===== src/rtl/conv_mon_pkg.sv =====
// Shared types and helpers for the convergence/settling monitor.
package conv_mon_pkg;

  typedef enum logic [1:0] {
    IDLE,
    SETTLE,
    OBSERVE,
    CHECK
  } state_e;

  // Widest sample width abs_sat can serve; callers sign-extend into this.
  localparam int ABS_MAX_W = 64;

  // Magnitude of a w-bit signed value held sign-extended in x.
  // The most negative w-bit value saturates to 2^(w-1)-1.
  function automatic logic [ABS_MAX_W-1:0] abs_sat(
    input logic signed [ABS_MAX_W-1:0] x,
    input int                          w
  );
    logic signed [ABS_MAX_W-1:0] most_neg;
    most_neg = {ABS_MAX_W{1'b1}} << (w - 1);
    if (x == most_neg) begin
      abs_sat = ~most_neg;
    end else if (x[ABS_MAX_W-1]) begin
      abs_sat = -x;
    end else begin
      abs_sat = x;
    end
  endfunction

endpackage


===== src/rtl/conv_chan_chk.sv =====
// One monitored channel: reference sample register plus the combinational
// bound / sign / monotonic-shrink failure decision.
module conv_chan_chk
  import conv_mon_pkg::*;
#(
  parameter int W = 16
) (
  input  logic         clk,
  input  logic         rst_n,
  input  logic         cap_i,
  input  logic [W-1:0] sample_i,
  input  logic [W-1:0] thresh_i,
  input  logic         bound_only_i,
  input  logic         mono_en_i,
  input  logic         sign_en_i,
  input  logic         exp_neg_i,
  output logic         fail_o
);

  logic [W-1:0]           ref_q;
  logic [ABS_MAX_W-1:0]   mag_cur;
  logic [ABS_MAX_W-1:0]   mag_ref;
  logic [ABS_MAX_W-1:0]   thresh_ext;
  logic                   bound_bad;
  logic                   sign_bad;
  logic                   mono_bad;

  // NOTE: state uses <= so every flop samples pre-edge values; the reference
  // is a single register, so clearing it on reset is cheap and keeps runs
  // after reset deterministic.
  always_ff @(posedge clk) begin
    if (!rst_n) begin
      ref_q <= '0;
    end else if (cap_i) begin
      ref_q <= sample_i;
    end
  end

  assign mag_cur    = abs_sat({{(ABS_MAX_W-W){sample_i[W-1]}}, sample_i}, W);
  assign mag_ref    = abs_sat({{(ABS_MAX_W-W){ref_q[W-1]}}, ref_q}, W);
  assign thresh_ext = {{(ABS_MAX_W-W){1'b0}}, thresh_i};

  // Magnitudes never exceed 2^(W-1)-1, so the wide compare equals a W-bit
  // unsigned compare.
  assign bound_bad = (mag_cur >= thresh_ext);
  assign sign_bad  = exp_neg_i ? ~ref_q[W-1] : (ref_q[W-1] | (ref_q == '0));
  assign mono_bad  = (mag_cur >= mag_ref);

  assign fail_o = bound_bad
                | (~bound_only_i & sign_en_i & sign_bad)
                | (~bound_only_i & mono_en_i & mono_bad);

endmodule


===== src/rtl/conv_monitor.sv =====
// Convergence/settling monitor: settle, capture references, observe, then
// check every channel for bound, sign and monotonic shrink.
module conv_monitor
  import conv_mon_pkg::*;
#(
  parameter int N_CH       = 2,
  parameter int W          = 16,
  parameter int SETTLE_CYC = 100000,
  parameter int OBS_CYC    = 800000,
  parameter int CNT_W      = 20
) (
  input  logic              clk,
  input  logic              rst_n,
  input  logic              start,
  input  logic              bound_only,
  input  logic [N_CH*W-1:0] samples,
  input  logic [W-1:0]      thresh,
  input  logic [N_CH-1:0]   mono_mask,
  input  logic [N_CH-1:0]   sign_mask,
  input  logic [N_CH-1:0]   exp_neg,
  output logic              busy,
  output logic              done,
  output logic              pass,
  output logic [N_CH-1:0]   fail_mask
);

  localparam longint MAX_CYC = (SETTLE_CYC > OBS_CYC) ? SETTLE_CYC : OBS_CYC;

  if (SETTLE_CYC == 0 || OBS_CYC == 0) begin : g_bad_cyc
    $error("conv_monitor: SETTLE_CYC and OBS_CYC must be non-zero");
  end
  if ((longint'(1) << CNT_W) <= MAX_CYC) begin : g_bad_cnt
    $error("conv_monitor: CNT_W too narrow for SETTLE_CYC/OBS_CYC");
  end
  if (W < 2 || W >= ABS_MAX_W) begin : g_bad_w
    $error("conv_monitor: W out of supported range");
  end

  localparam logic [CNT_W-1:0] SETTLE_LAST = CNT_W'(SETTLE_CYC - 1);
  localparam logic [CNT_W-1:0] OBS_LAST    = CNT_W'(OBS_CYC - 1);

  state_e            state_q;
  logic [CNT_W-1:0]  cnt_q;
  logic              busy_q;
  logic              done_q;
  logic              pass_q;
  logic [N_CH-1:0]   fail_q;
  logic              bound_only_q;
  logic [W-1:0]      thresh_q;
  logic [N_CH-1:0]   mono_mask_q;
  logic [N_CH-1:0]   sign_mask_q;
  logic [N_CH-1:0]   exp_neg_q;
  logic [N_CH-1:0]   chan_fail;
  logic              capture;

  assign capture = (state_q == SETTLE) && (cnt_q == SETTLE_LAST);

  for (genvar i = 0; i < N_CH; i++) begin : g_chan
    conv_chan_chk #(
      .W (W)
    ) u_chk (
      .clk          (clk),
      .rst_n        (rst_n),
      .cap_i        (capture),
      .sample_i     (samples[i*W +: W]),
      .thresh_i     (thresh_q),
      .bound_only_i (bound_only_q),
      .mono_en_i    (mono_mask_q[i]),
      .sign_en_i    (sign_mask_q[i]),
      .exp_neg_i    (exp_neg_q[i]),
      .fail_o       (chan_fail[i])
    );
  end

  always_ff @(posedge clk) begin
    if (!rst_n) begin
      state_q      <= IDLE;
      cnt_q        <= '0;
      busy_q       <= 1'b0;
      done_q       <= 1'b0;
      pass_q       <= 1'b0;
      fail_q       <= '0;
      bound_only_q <= 1'b0;
      thresh_q     <= '0;
      mono_mask_q  <= '0;
      sign_mask_q  <= '0;
      exp_neg_q    <= '0;
    end else begin
      done_q <= 1'b0;
      // A start in any state, including CHECK, begins a fresh run.
      if (start) begin
        bound_only_q <= bound_only;
        thresh_q     <= thresh;
        mono_mask_q  <= mono_mask;
        sign_mask_q  <= sign_mask;
        exp_neg_q    <= exp_neg;
        pass_q       <= 1'b0;
        fail_q       <= '0;
        cnt_q        <= '0;
        busy_q       <= 1'b1;
        state_q      <= SETTLE;
      end else begin
        case (state_q)
          IDLE: begin
            cnt_q <= '0;
          end
          SETTLE: begin
            if (cnt_q == SETTLE_LAST) begin
              cnt_q   <= '0;
              state_q <= OBSERVE;
            end else begin
              cnt_q <= cnt_q + 1'b1;
            end
          end
          OBSERVE: begin
            if (cnt_q == OBS_LAST) begin
              cnt_q   <= '0;
              state_q <= CHECK;
            end else begin
              cnt_q <= cnt_q + 1'b1;
            end
          end
          CHECK: begin
            fail_q  <= chan_fail;
            pass_q  <= ~|chan_fail;
            done_q  <= 1'b1;
            busy_q  <= 1'b0;
            state_q <= IDLE;
          end
          default: begin
            state_q <= IDLE;
          end
        endcase
      end
    end
  end

  assign busy      = busy_q;
  assign done      = done_q;
  assign pass      = pass_q;
  assign fail_mask = fail_q;

endmodule


===== config.mk =====
export PLATFORM = sky130hd
export DESIGN_NAME = conv_monitor
export DESIGN_NICKNAME = d
export VERILOG_FILES = /design/src/rtl/conv_mon_pkg.sv /design/src/rtl/conv_chan_chk.sv /design/src/rtl/conv_monitor.sv
export SDC_FILE = /design/constraint.sdc
export NUM_CORES = 1
export LEC_CHECK = 0
export BUFFER_PORTS_ARGS = -buffer_cell sky130_fd_sc_hd__buf_2
export CORE_UTILIZATION = 34
export CTS_CLUSTER_SIZE = 20
export DETAILED_ROUTE_END_ITERATION = 8
export PLACE_DENSITY = 0.61
export SLEW_MARGIN = 20
export SYNTH_ARGS = -nofsm -noshare
export SYNTH_HDL_FRONTEND = slang
export SYNTH_HIERARCHICAL = 1
export SYNTH_SLANG_ARGS = --single-unit

===== constraint.sdc =====
create_clock -name clk -period 4.26 [get_ports clk]
set_input_delay 0.852 -clock clk [delete_from_list [all_inputs] [get_ports clk]]
set_output_delay 0.852 -clock clk [all_outputs]
set_load 0.05 [all_outputs]

==> results.yml, run 1 <==
outcome:
  status: "completed"
clock_tree:
  htreeDepth: 3
  root_buffer: "clkbuf_16"
  clock_latency_ns: 0.36
  cts_tree: "done"
  cts_num_sinks: 82
  cts_buffers: 9
  path_clk_slew_ns: 0.07
  clock_path_buffers: 2
place:
  hpwl_mm: 16.0
  place.gp.congestion: 0.862
  placed_area_um2: 9700
  port_buffers: 62
setup_path:
  r2r_cells: 15
  reg2reg_to: "pass$_SDFFE_PP0P_"
  r2r-start: "g_chan[0].u_chk/ref_q[0]$_SDFFE_PN0P_"
  crit_path_start_kind: "primary input"
  critPathKind: "primary input to register"
  arrival_ns: 4.47
  cp-end-kind: "register"
  crit_start: "samples[4]"
  rrSetupSlack_ns: 0.32
  required_ns: 4.55
  critPathMaxFanout: 3
global_route:
  antenna_found_initial: 1
  grt-ovfl-total: 0
  grt_pass1_vias: 6962
  grt_use_total_pct: 16.7
  grt_max_degree: 59
  grt_pass1_wl_mm: 32.9
sta:
  whs_ns: 0.486
  tns_ns: 0
  maxSlewViolCount: 0
  clock.fmax_mhz: 239
  hold_violations: 0
  worst_pin_slew_ns: 0.815
  fin_skew_ns: 0.0191
  finalCritPeriodShare_pct: 98.1
  setup_viol: 0
  slew_headroom_pct: 45.6
  period_needed_ns: 4.18
synth:
  yosys-top-cells-count: "150 x ha_1, 96 x nand2_1, 82 x dfxtp_1, 73 x a21oi_1, 67 x nor2b_1"
  syn_avg_cell_area_um2: 8.25
  synth_edf_count: 0
  async_flop_share_pct: 0
  synth_top_area_cell: "ha_1"
  synth-seq-cells: 82
  synth.cell_area_um2: 8180
  yosys.cell_types.count: 61
  yosys_warnings: 6
  yosysMostFrequentCell: "ha_1"
  yosys.area.top_type_share_pct: 22.9
  syn-instance-count: 992
  synth_ff_type: "dfxtp_1"
  synth_seq_area_share_pct: 20.1
  ys_top_cells_by_area: "ha_1 23%, dfxtp_1 20%, mux2i_1 7.5%"
flow_run:
  cap_viol_max_count: 0
hold_path:
  hold_class: "register to register"
  hold_start: "cnt_q[10]$_SDFFE_PP0P_"
  worstHoldPathCells: 1
  whs_endpoint: "cnt_q[10]$_SDFFE_PP0P_"
detailed_routing:
  drt_iter0_markers: 238
  wl_per_cell_um: 12.8
  vias_per_cell: 4.87
  totalWireLength_mm: 20.0
  dr.pass1.iters: 4
  drc: 0
  drtAntennaViolNets: 0
  routed-via-count: 7607
cells_and_area:
  diodes: 0
  finalCoreUtilization_pct: 43.0
  drive_above_1_share_pct: 13.8
  syn_to_final_growth_pct: 23.7
  final_nets: 1446
  postLayoutCellArea_um2: 10100
power:
  p_sw_share_pct: 32.7
  p_int_mw: 1.45
  p_leak_nw: 4.63
  power_per_cell_area_nw_per_um2: 212
  p_clk_share_pct: 37.3
  ir_drop_mv: 0.150
  power.switching_mw: 0.701
  power_frac_comb_pct: 25.6
  seqPwrFrac_pct: 37.1
floorplanning:
  rows: 56
  io_pins: 63
  start_util_pct: 34.8
  fp.dieH_um: 157
  die-area_um2: 24700
  core-area_um2: 23500
  die_w_um: 157
## metrics by stage
step	cells	total power [mW]	worst slack, ns
final	1562	2.15	0.0816
after global routing	1562	2.30	-0.0148
after CTS	1559	2.14	0.105
after detailed placement	1543	1.32	-0.260
after global placement	1543	1.31	-0.185
after floorplan	1140	1.17	0.178
## placed cells by master, fill, tap and decap left out, types with 3 or more instances in the layout
cell type / count
a21oi_2: 3
o21a_1: 3
o41ai_1: 8
a31oi_1: 8
and3_1: 8
o2111ai_1: 6
dfxtp_1: 82
nand2_1: 96
a211oi_1: 11
xnor2_1: 22
or4_1: 6
nor4_1: 4
and4_1: 16
nand4_1: 21
xor2_1: 23
buf_2: 62
a21oi_1: 71
nand3_1: 18
a21o_1: 15
and2_1: 6
buf_4: 52
o21ai_0: 52
inv_1: 48
mux2i_1: 60
clkbuf_16: 9
a22o_1: 3
ha_1: 149
or2_2: 7
or4_4: 4
conb_1: 152
nor2b_1: 66
nand3b_1: 3
o211ai_1: 5
nor3_1: 16
nand2b_1: 10
o31ai_1: 14
nor2_1: 50
## worst max path at each step
stage                             end  slack (ns)  cells after the start
finish              pass$_SDFFE_PP0P_        0.08                     16
global route        pass$_SDFFE_PP0P_       -0.01                     16
CTS                 pass$_SDFFE_PP0P_        0.10                     16
detailed placement  pass$_SDFFE_PP0P_       -0.26                     16
global placement    pass$_SDFFE_PP0P_       -0.18                     17
floorplan           pass$_SDFFE_PP0P_        0.18                     15
## area by class of cell
type,count,area (um^2)
clock buffer,9,225
clock inverter,7,72.6
fill,2456,13400
inverter,48,180
multi-input combinational,983,6900
sequential,82,1640
tap,319,399
timing repair buffer,114,701
## power groups by stage
stage / clock [mW] / combinational [mW] / sequential [mW]
after CTS: 0.840 / 0.504 / 0.797
after global routing: 0.863 / 0.640 / 0.799
after global placement: 0 / 0.495 / 0.814
final: 0.802 / 0.549 / 0.797
after detailed placement: 0 / 0.501 / 0.815
after floorplan: 0 / 0.363 / 0.811
## flip-flops by register name, summed over array words and instances (netlist names)
name and count:
g_chan.u_chk/ref_q 32, bound_only_q 1, done 1, fail_mask 2, pass 1, sign_mask_q 2, state_q 2, cnt_q 20
busy 1, mono_mask_q 2, exp_neg_q 2, thresh_q 16
## worst max-delay path: stages
cell and delay [ns]:
buf_2 0.10, or4_4 0.53, or4_4 0.53, or2_4 0.29, o31ai_4 0.18, mux2i_1 0.27
buf_4 0.15, ha_1 0.23, and4_1 0.24, a221oi_2 0.31, nor2_1 0.07, o31ai_1 0.25
o211ai_1 0.16, nor2_1 0.12, mux2i_1 0.08, nor2_1 0.09
## kinds of logic after synthesis
kind of cell | count (synthesis) | share of synthesized area, %
and+or+nand+nor | 353 | 23.5
AOI/OAI and AO/OA | 220 | 17.0
adders and majority gates | 150 | 22.9
DFF | 82 | 20.1
buffers and inverters | 75 | 3.69
muxes | 63 | 7.74
xor gates and xnor gates | 45 | 4.82
other | 4 | 0.183
## timing repair
item / in CTS / in global routing
gates resized for setup: 0 / 21
endpoints found under the setup margin: 0 / 3
hold buffers: 0 / 0
setup buffers: 0 / 3
## metal layers
| layer | vias up | GRT usage, % | routed length [um] |
|---|---|---|---|
| met1 | 3516 | 22.4 | 9810 |
| met3 | 18 | 3.03 | 734 |
| met5 | - | 0 | 0 |
| li1 | 3973 | - | - |
| met2 | 100 | 27.4 | 9200 |
| met4 | 0 | 4.16 | 277 |
(Power assumes the default switching activity.)
==> inputs of run 2 (changes only) <==
MAX_ROUTING_LAYER = met4   (was default)
==> run 2 against run 1 <==
Effect of this change: largest cell class unchanged; worst hold slack better by 0.0047 ns; core utilization about the same; register-to-register slack hardly changed; power barely moved; combinational power about the same; critical endpoint unchanged; sequential cell count unchanged; clock-buffer cell count unchanged; critical path depth did not move; design area about the same; global-route usage is 0.48 points higher; sequential share of layout area hardly changed; setup slack better by 0.0024 ns.
==> results.yml, run 2 (synthesis results as in run 1) <==
sta:
  whs_ns: 0.491
  finalCritPeriodShare_pct: 98.0
  setup_viol: 0
  fin_skew_ns: 0.0185
  worst_pin_slew_ns: 0.793
  maxSlewViolCount: 0
  setup_ws_ns: 0.0839
  slew_headroom_pct: 47.1
  tns_ns: 0
  clock.fmax_mhz: 239
  hold_violations: 0
  period_needed_ns: 4.18
floorplanning:
  die-area_um2: 24700
  rows: 56
  start_util_pct: 34.8
  core-area_um2: 23500
  die_w_um: 157
  io_pins: 63
  fp.dieH_um: 157
setup_path:
  critPathKind: "primary input to register"
  critPathMaxFanout: 3
  required_ns: 4.55
  crit_path_start_kind: "primary input"
  arrival_ns: 4.47
  cp-end-kind: "register"
power:
  total_power_mw: 2.15
  p_sw_share_pct: 32.6
  p_clk_share_pct: 37.3
  p_leak_nw: 4.63
  ir_drop_mv: 0.150
  p_int_mw: 1.45
  seqPwrFrac_pct: 37.1
  power_frac_comb_pct: 25.6
  power.switching_mw: 0.701
  power_per_cell_area_nw_per_um2: 212
place:
  place.gp.congestion: 0.877
  port_buffers: 62
  hpwl_mm: 16.0
  pre_cts_slack_ns: -0.260
  place_inst: 1543
  placed_area_um2: 9700
detailed_routing:
  dr.pass1.iters: 4
  wl_met1_mm: 9.86
  drc: 0
  drt_iter0_markers: 242
  wl_per_cell_um: 12.8
  totalWireLength_mm: 20.0
  drtAntennaViolNets: 0
  routed-via-count: 7600
  dr_wl_met2_mm: 9.20
  vias_per_cell: 4.86
  top_layer_used: "met4"
  route.met3.wl_um: 705
outcome:
  status: "completed"
cells_and_area:
  postLayoutCellArea_um2: 10100
  largest_reg_flops: 32
  final_nets: 1446
  reg_top3: "g_chan.u_chk/ref_q x32, cnt_q x20, thresh_q x16"
  drive_above_1_share_pct: 13.8
  finalCoreUtilization_pct: 43.0
  syn_to_final_growth_pct: 23.7
  layout_common_cells: "152 x conb_1, 149 x ha_1, 96 x nand2_1, 82 x dfxtp_1, 71 x a21oi_1"
  mostFrequentLayoutCell: "conb_1"
  post_layout_nonfiller_instances: 1563
  largest-register: "g_chan.u_chk/ref_q"
clock_tree:
  htreeDepth: 3
  cts_buffers: 9
  cts_tree: "done"
  cts_num_sinks: 82
  root_buffer: "clkbuf_16"
  clock_path_buffers: 2
  cts_hold_buf: 0
  clock_latency_ns: 0.36
  path_clk_slew_ns: 0.07
global_route:
  antenna_found_initial: 1
  grt_pass1_wl_mm: 32.8
  grt_max_degree: 59
  grt-ovfl-total: 0
  grt_pass1_vias: 6959
  grt_use_total_pct: 17.2
hold_path:
  hold_class: "register to register"
flow_run:
  cap_viol_max_count: 0
[run 2: area by class of cell]
cell class | instances | area (um^2)
diodes | 1 | 2.50
clock buffers | 9 | 225
clock inverters | 7 | 72.6
fillers | 2455 | 13400
inverters | 48 | 180
multi-input cells | 983 | 6900
flip-flops and latches | 82 | 1640
well taps | 319 | 399
repair buffers | 114 | 701
[run 2: repair_timing]
item | CTS | global route
buffers inserted | 0 | 3
setup endpoints to repair | 0 | 3
gates resized for setup | 0 | 21
[run 2: worst max-delay path: stages]
cell      delay [ns]
buf_2           0.10
or4_4           0.53
or4_4           0.53
or2_4           0.29
o31ai_4         0.18
mux2i_1         0.27
buf_4           0.15
ha_1            0.23
and4_1          0.24
a221oi_2        0.31
nor2_1          0.07
o31ai_1         0.25
o211ai_1        0.16
nor2_1          0.12
mux2i_1         0.08
nor2_1          0.09
[run 2: worst paths after layout]
kind | start | to | slack, ns | cells past startpoint
setup / recovery | samples[4] | pass$_SDFFE_PP0P_ | 0.08 | 16
hold / removal | cnt_q[13]$_SDFFE_PP0P_ | cnt_q[13]$_SDFFE_PP0P_ | 0.49 | 1
setup reg to reg | g_chan[0].u_chk/ref_q[0]$_SDFFE_PN0P_ | pass$_SDFFE_PP0P_ | 0.32 | 15
hold reg to reg | cnt_q[13]$_SDFFE_PP0P_ | cnt_q[13]$_SDFFE_PP0P_ | 0.49 | 1
[run 2: metal layers]
metal	up-vias	GRT usage [%]
met3	15	2.92
met5	-	-
met2	107	27.4
li1	3977	-
met1	3501	22.5
met4	0	4.02
[run 2: power by group through the flow]
stage	Combinational (mW)	Clock [mW]	Sequential [mW]
finish	0.549	0.801	0.797
global route	0.640	0.863	0.799
CTS	0.504	0.840	0.797
detailed placement	0.501	0	0.815
global placement	0.495	0	0.814
floorplan	0.363	0	0.811
==> inputs of run 3 (changes only) <==
BUFFER_PORTS_ARGS = default   (was -buffer_cell sky130_fd_sc_hd__buf_2)
DONT_BUFFER_PORTS = 1   (was default)
PLACE_DENSITY = 0.59   (was 0.61)
SYNTH_HIERARCHICAL = default   (was 1)
==> run 3 against run 2 <==
Effect of this change: non-clock buffer count shrank 98; sequential cell count is the same; core utilization decreased by 2.7 points; worst hold slack worse by 0.0051 ns; die area is 3.0% lower; maximum frequency grew 6.0%; largest power group unchanged.
==> results.yml, run 3 <==
outcome:
  status: "completed"
floorplanning:
  die_w_um: 155
  start_util_pct: 34.8
  die-area_um2: 23900
  io_pins: 63
  core-area_um2: 22800
  fp.dieH_um: 155
  rows: 55
cells_and_area:
  nFillCells: 2411
  diodes: 0
  final_nets: 1357
  reg_top3: "g_chan.u_chk.ref_q x32, cnt_q x20, thresh_q x16"
  drive_above_1_share_pct: 4.33
  mostFrequentLayoutCell: "nand2_1"
  postLayoutCellArea_um2: 9170
  largest_reg_flops: 32
  layout_common_cells: "159 x nand2_1, 152 x conb_1, 150 x ha_1, 82 x dfxtp_1, 78 x nor2_1"
  largest-register: "g_chan.u_chk.ref_q"
  syn_to_final_growth_pct: 15.7
synth:
  yosys-top-cells-count: "159 x nand2_1, 150 x ha_1, 82 x dfxtp_1, 78 x nor2_1, 58 x a21oi_1"
  yosysMostFrequentCell: "nand2_1"
  synth-seq-cells: 82
  yosys.area.top_type_share_pct: 23.7
  synth_edf_count: 0
  synthSimpleGateAreaFrac_pct: 24.7
  yosys.cell_types.count: 64
  synth_seq_area_share_pct: 20.7
  synth-compound-area-share_pct: 17.8
  ys_top_cells_by_area: "ha_1 24%, dfxtp_1 21%, nand2_1 7.5%"
  syn_avg_cell_area_um2: 7.91
  syn-instance-count: 1003
  synth_ff_type: "dfxtp_1"
  synth-xor-area-share_pct: 6.96
  async_flop_share_pct: 0
  synth.cell_area_um2: 7930
  synth_top_area_cell: "ha_1"
  yosys_warnings: 0
  synthAdderAreaFrac_pct: 23.7
  synth_top_family_by_area: "simple AND/OR/NAND/NOR gates"
  synthMuxAreaShare_pct: 2.90
clock_tree:
  clock_path_buffers: 2
  postCtsSetupBuffers: 0
  path_clk_slew_ns: 0.07
  cts-resized-gates: 0
  htreeDepth: 3
  root_buffer: "clkbuf_16"
  cts_buffers: 9
  cts_tree: "done"
  cts_hold_buf: 0
  clock_latency_ns: 0.36
  cts_num_sinks: 82
sta:
  hold_violations: 0
  whs_ns: 0.486
  worst_pin_slew_ns: 0.579
  slew_headroom_pct: 61.3
  fin_skew_ns: 0.0121
  maxSlewViolCount: 0
  period_needed_ns: 3.94
  tns_ns: 0
  clock.fmax_mhz: 254
  finalCritPeriodShare_pct: 92.5
  setup_viol: 0
  rsz0062_at_grt: "no"
detailed_routing:
  drtAntennaViolNets: 0
  totalWireLength_mm: 18.7
  routed-via-count: 6952
  drt_iter0_markers: 286
  wl_per_cell_um: 12.8
  vias_per_cell: 4.74
  dr.pass1.iters: 5
  drc: 0
power:
  p_clk_share_pct: 39.2
  p_leak_nw: 4.13
  ir_drop_mv: 0.240
  seqPwrFrac_pct: 38.9
  p_sw_share_pct: 31.4
  power_frac_comb_pct: 21.9
  power_per_cell_area_nw_per_um2: 223
  p_int_mw: 1.41
  power.switching_mw: 0.645
global_route:
  grt_max_degree: 60
  grt-ovfl-total: 0
  grt_pass1_wl_mm: 31.7
  grt_use_total_pct: 17.0
  antenna_found_initial: 0
  grt_pass1_vias: 6670
setup_path:
  rrSetupSlack_ns: 0.35
  arrival_ns: 4.19
  critPathKind: "primary input to register"
  cp-end-kind: "register"
  critPathMaxFanout: 5
  required_ns: 4.51
  crit_path_start_kind: "primary input"
place:
  hpwl_mm: 15.3
  placed_area_um2: 8870
  port_buffers: 0
  place.gp.congestion: 0.827
flow_run:
  cap_viol_max_count: 0
hold_path:
  hold_class: "register to register"
## run 3: power groups by stage
| stage | Clock, mW | Combinational (mW) | Sequential (mW) |
|---|---|---|---|
| 2_1_floorplan | 0 | 0.370 | 0.810 |
| 3_3_place_gp | 0 | 0.416 | 0.814 |
| 3_5_place_dp | 0 | 0.420 | 0.815 |
| 4_1_cts | 0.828 | 0.423 | 0.797 |
| 5_1_grt | 0.857 | 0.532 | 0.799 |
| 6_report | 0.804 | 0.449 | 0.797 |
## run 3: cell type report
cell class                      count  area, um^2  area share (%)
Multi-Input combinational cell   1007        6600            71.9
Clock buffer                        9         225            2.45
Tap cell                          313         392            4.27
Clock inverter                      7        73.8           0.805
Sequential cell                    82        1640            17.9
Timing Repair Buffer               16         120            1.31
Inverter                           33         124            1.35
## run 3: logic make-up after synthesis
family,after synthesis
AOI/OAI and AO/OA,216
other,2
muxes,23
adders and majority gates,150
and+or+nand+nor,403
buffers and inverters,64
DFF,82
xor gates and xnor gates,63
## run 3: path summary, 6_finish.rpt
check | start | endpoint | depth (start not counted)
worst max-delay path | samples[0] | fail_mask[0]$_SDFFE_PP0P_ | 18
worst min-delay path | g_chan[0].u_chk.ref_q[1]$_SDFFE_PN0P_ | g_chan[0].u_chk.ref_q[1]$_SDFFE_PN0P_ | 2
worst max register to register | g_chan[0].u_chk.ref_q[3]$_SDFFE_PN0P_ | fail_mask[0]$_SDFFE_PP0P_ | 15
worst min register to register | g_chan[0].u_chk.ref_q[1]$_SDFFE_PN0P_ | g_chan[0].u_chk.ref_q[1]$_SDFFE_PN0P_ | 2
## run 3: metal layers
metal | global-route usage, % | vias up | wire length, um
li1 | - | 3735 | -
met4 | 4.57 | 0 | 310
met5 | - | - | 0
met3 | 4.29 | 24 | 875
met1 | 20.1 | 3117 | 8770
met2 | 28.7 | 76 | 8770
## run 3: through the flow
stage	total power, mW	utilization (%)	cells	worst slack, ns
2_1_floorplan	1.18	-	1153	0.216
3_3_place_gp	1.23	39.0	1451	0.0372
3_5_place_dp	1.23	39.0	1451	-0.0298
4_1_cts	2.05	40.3	1467	0.330
5_1_grt	2.19	40.3	1467	0.0924
6_report	2.05	40.3	1467	0.320
## run 3: worst max-delay path, stage by stage
cell and delay (ns):
inv_1 0.05, ha_1 0.16, nand2_1 0.07, or3_1 0.33, or3_1 0.34, buf_4 0.16
or2_2 0.28, o311ai_0 0.29, o21a_1 0.20, ha_1 0.23, nand2_1 0.08, nor3_1 0.06
a221oi_1 0.26, o211ai_1 0.13, a41o_1 0.24, a31oi_1 0.20, o211ai_1 0.13, o211a_1 0.13
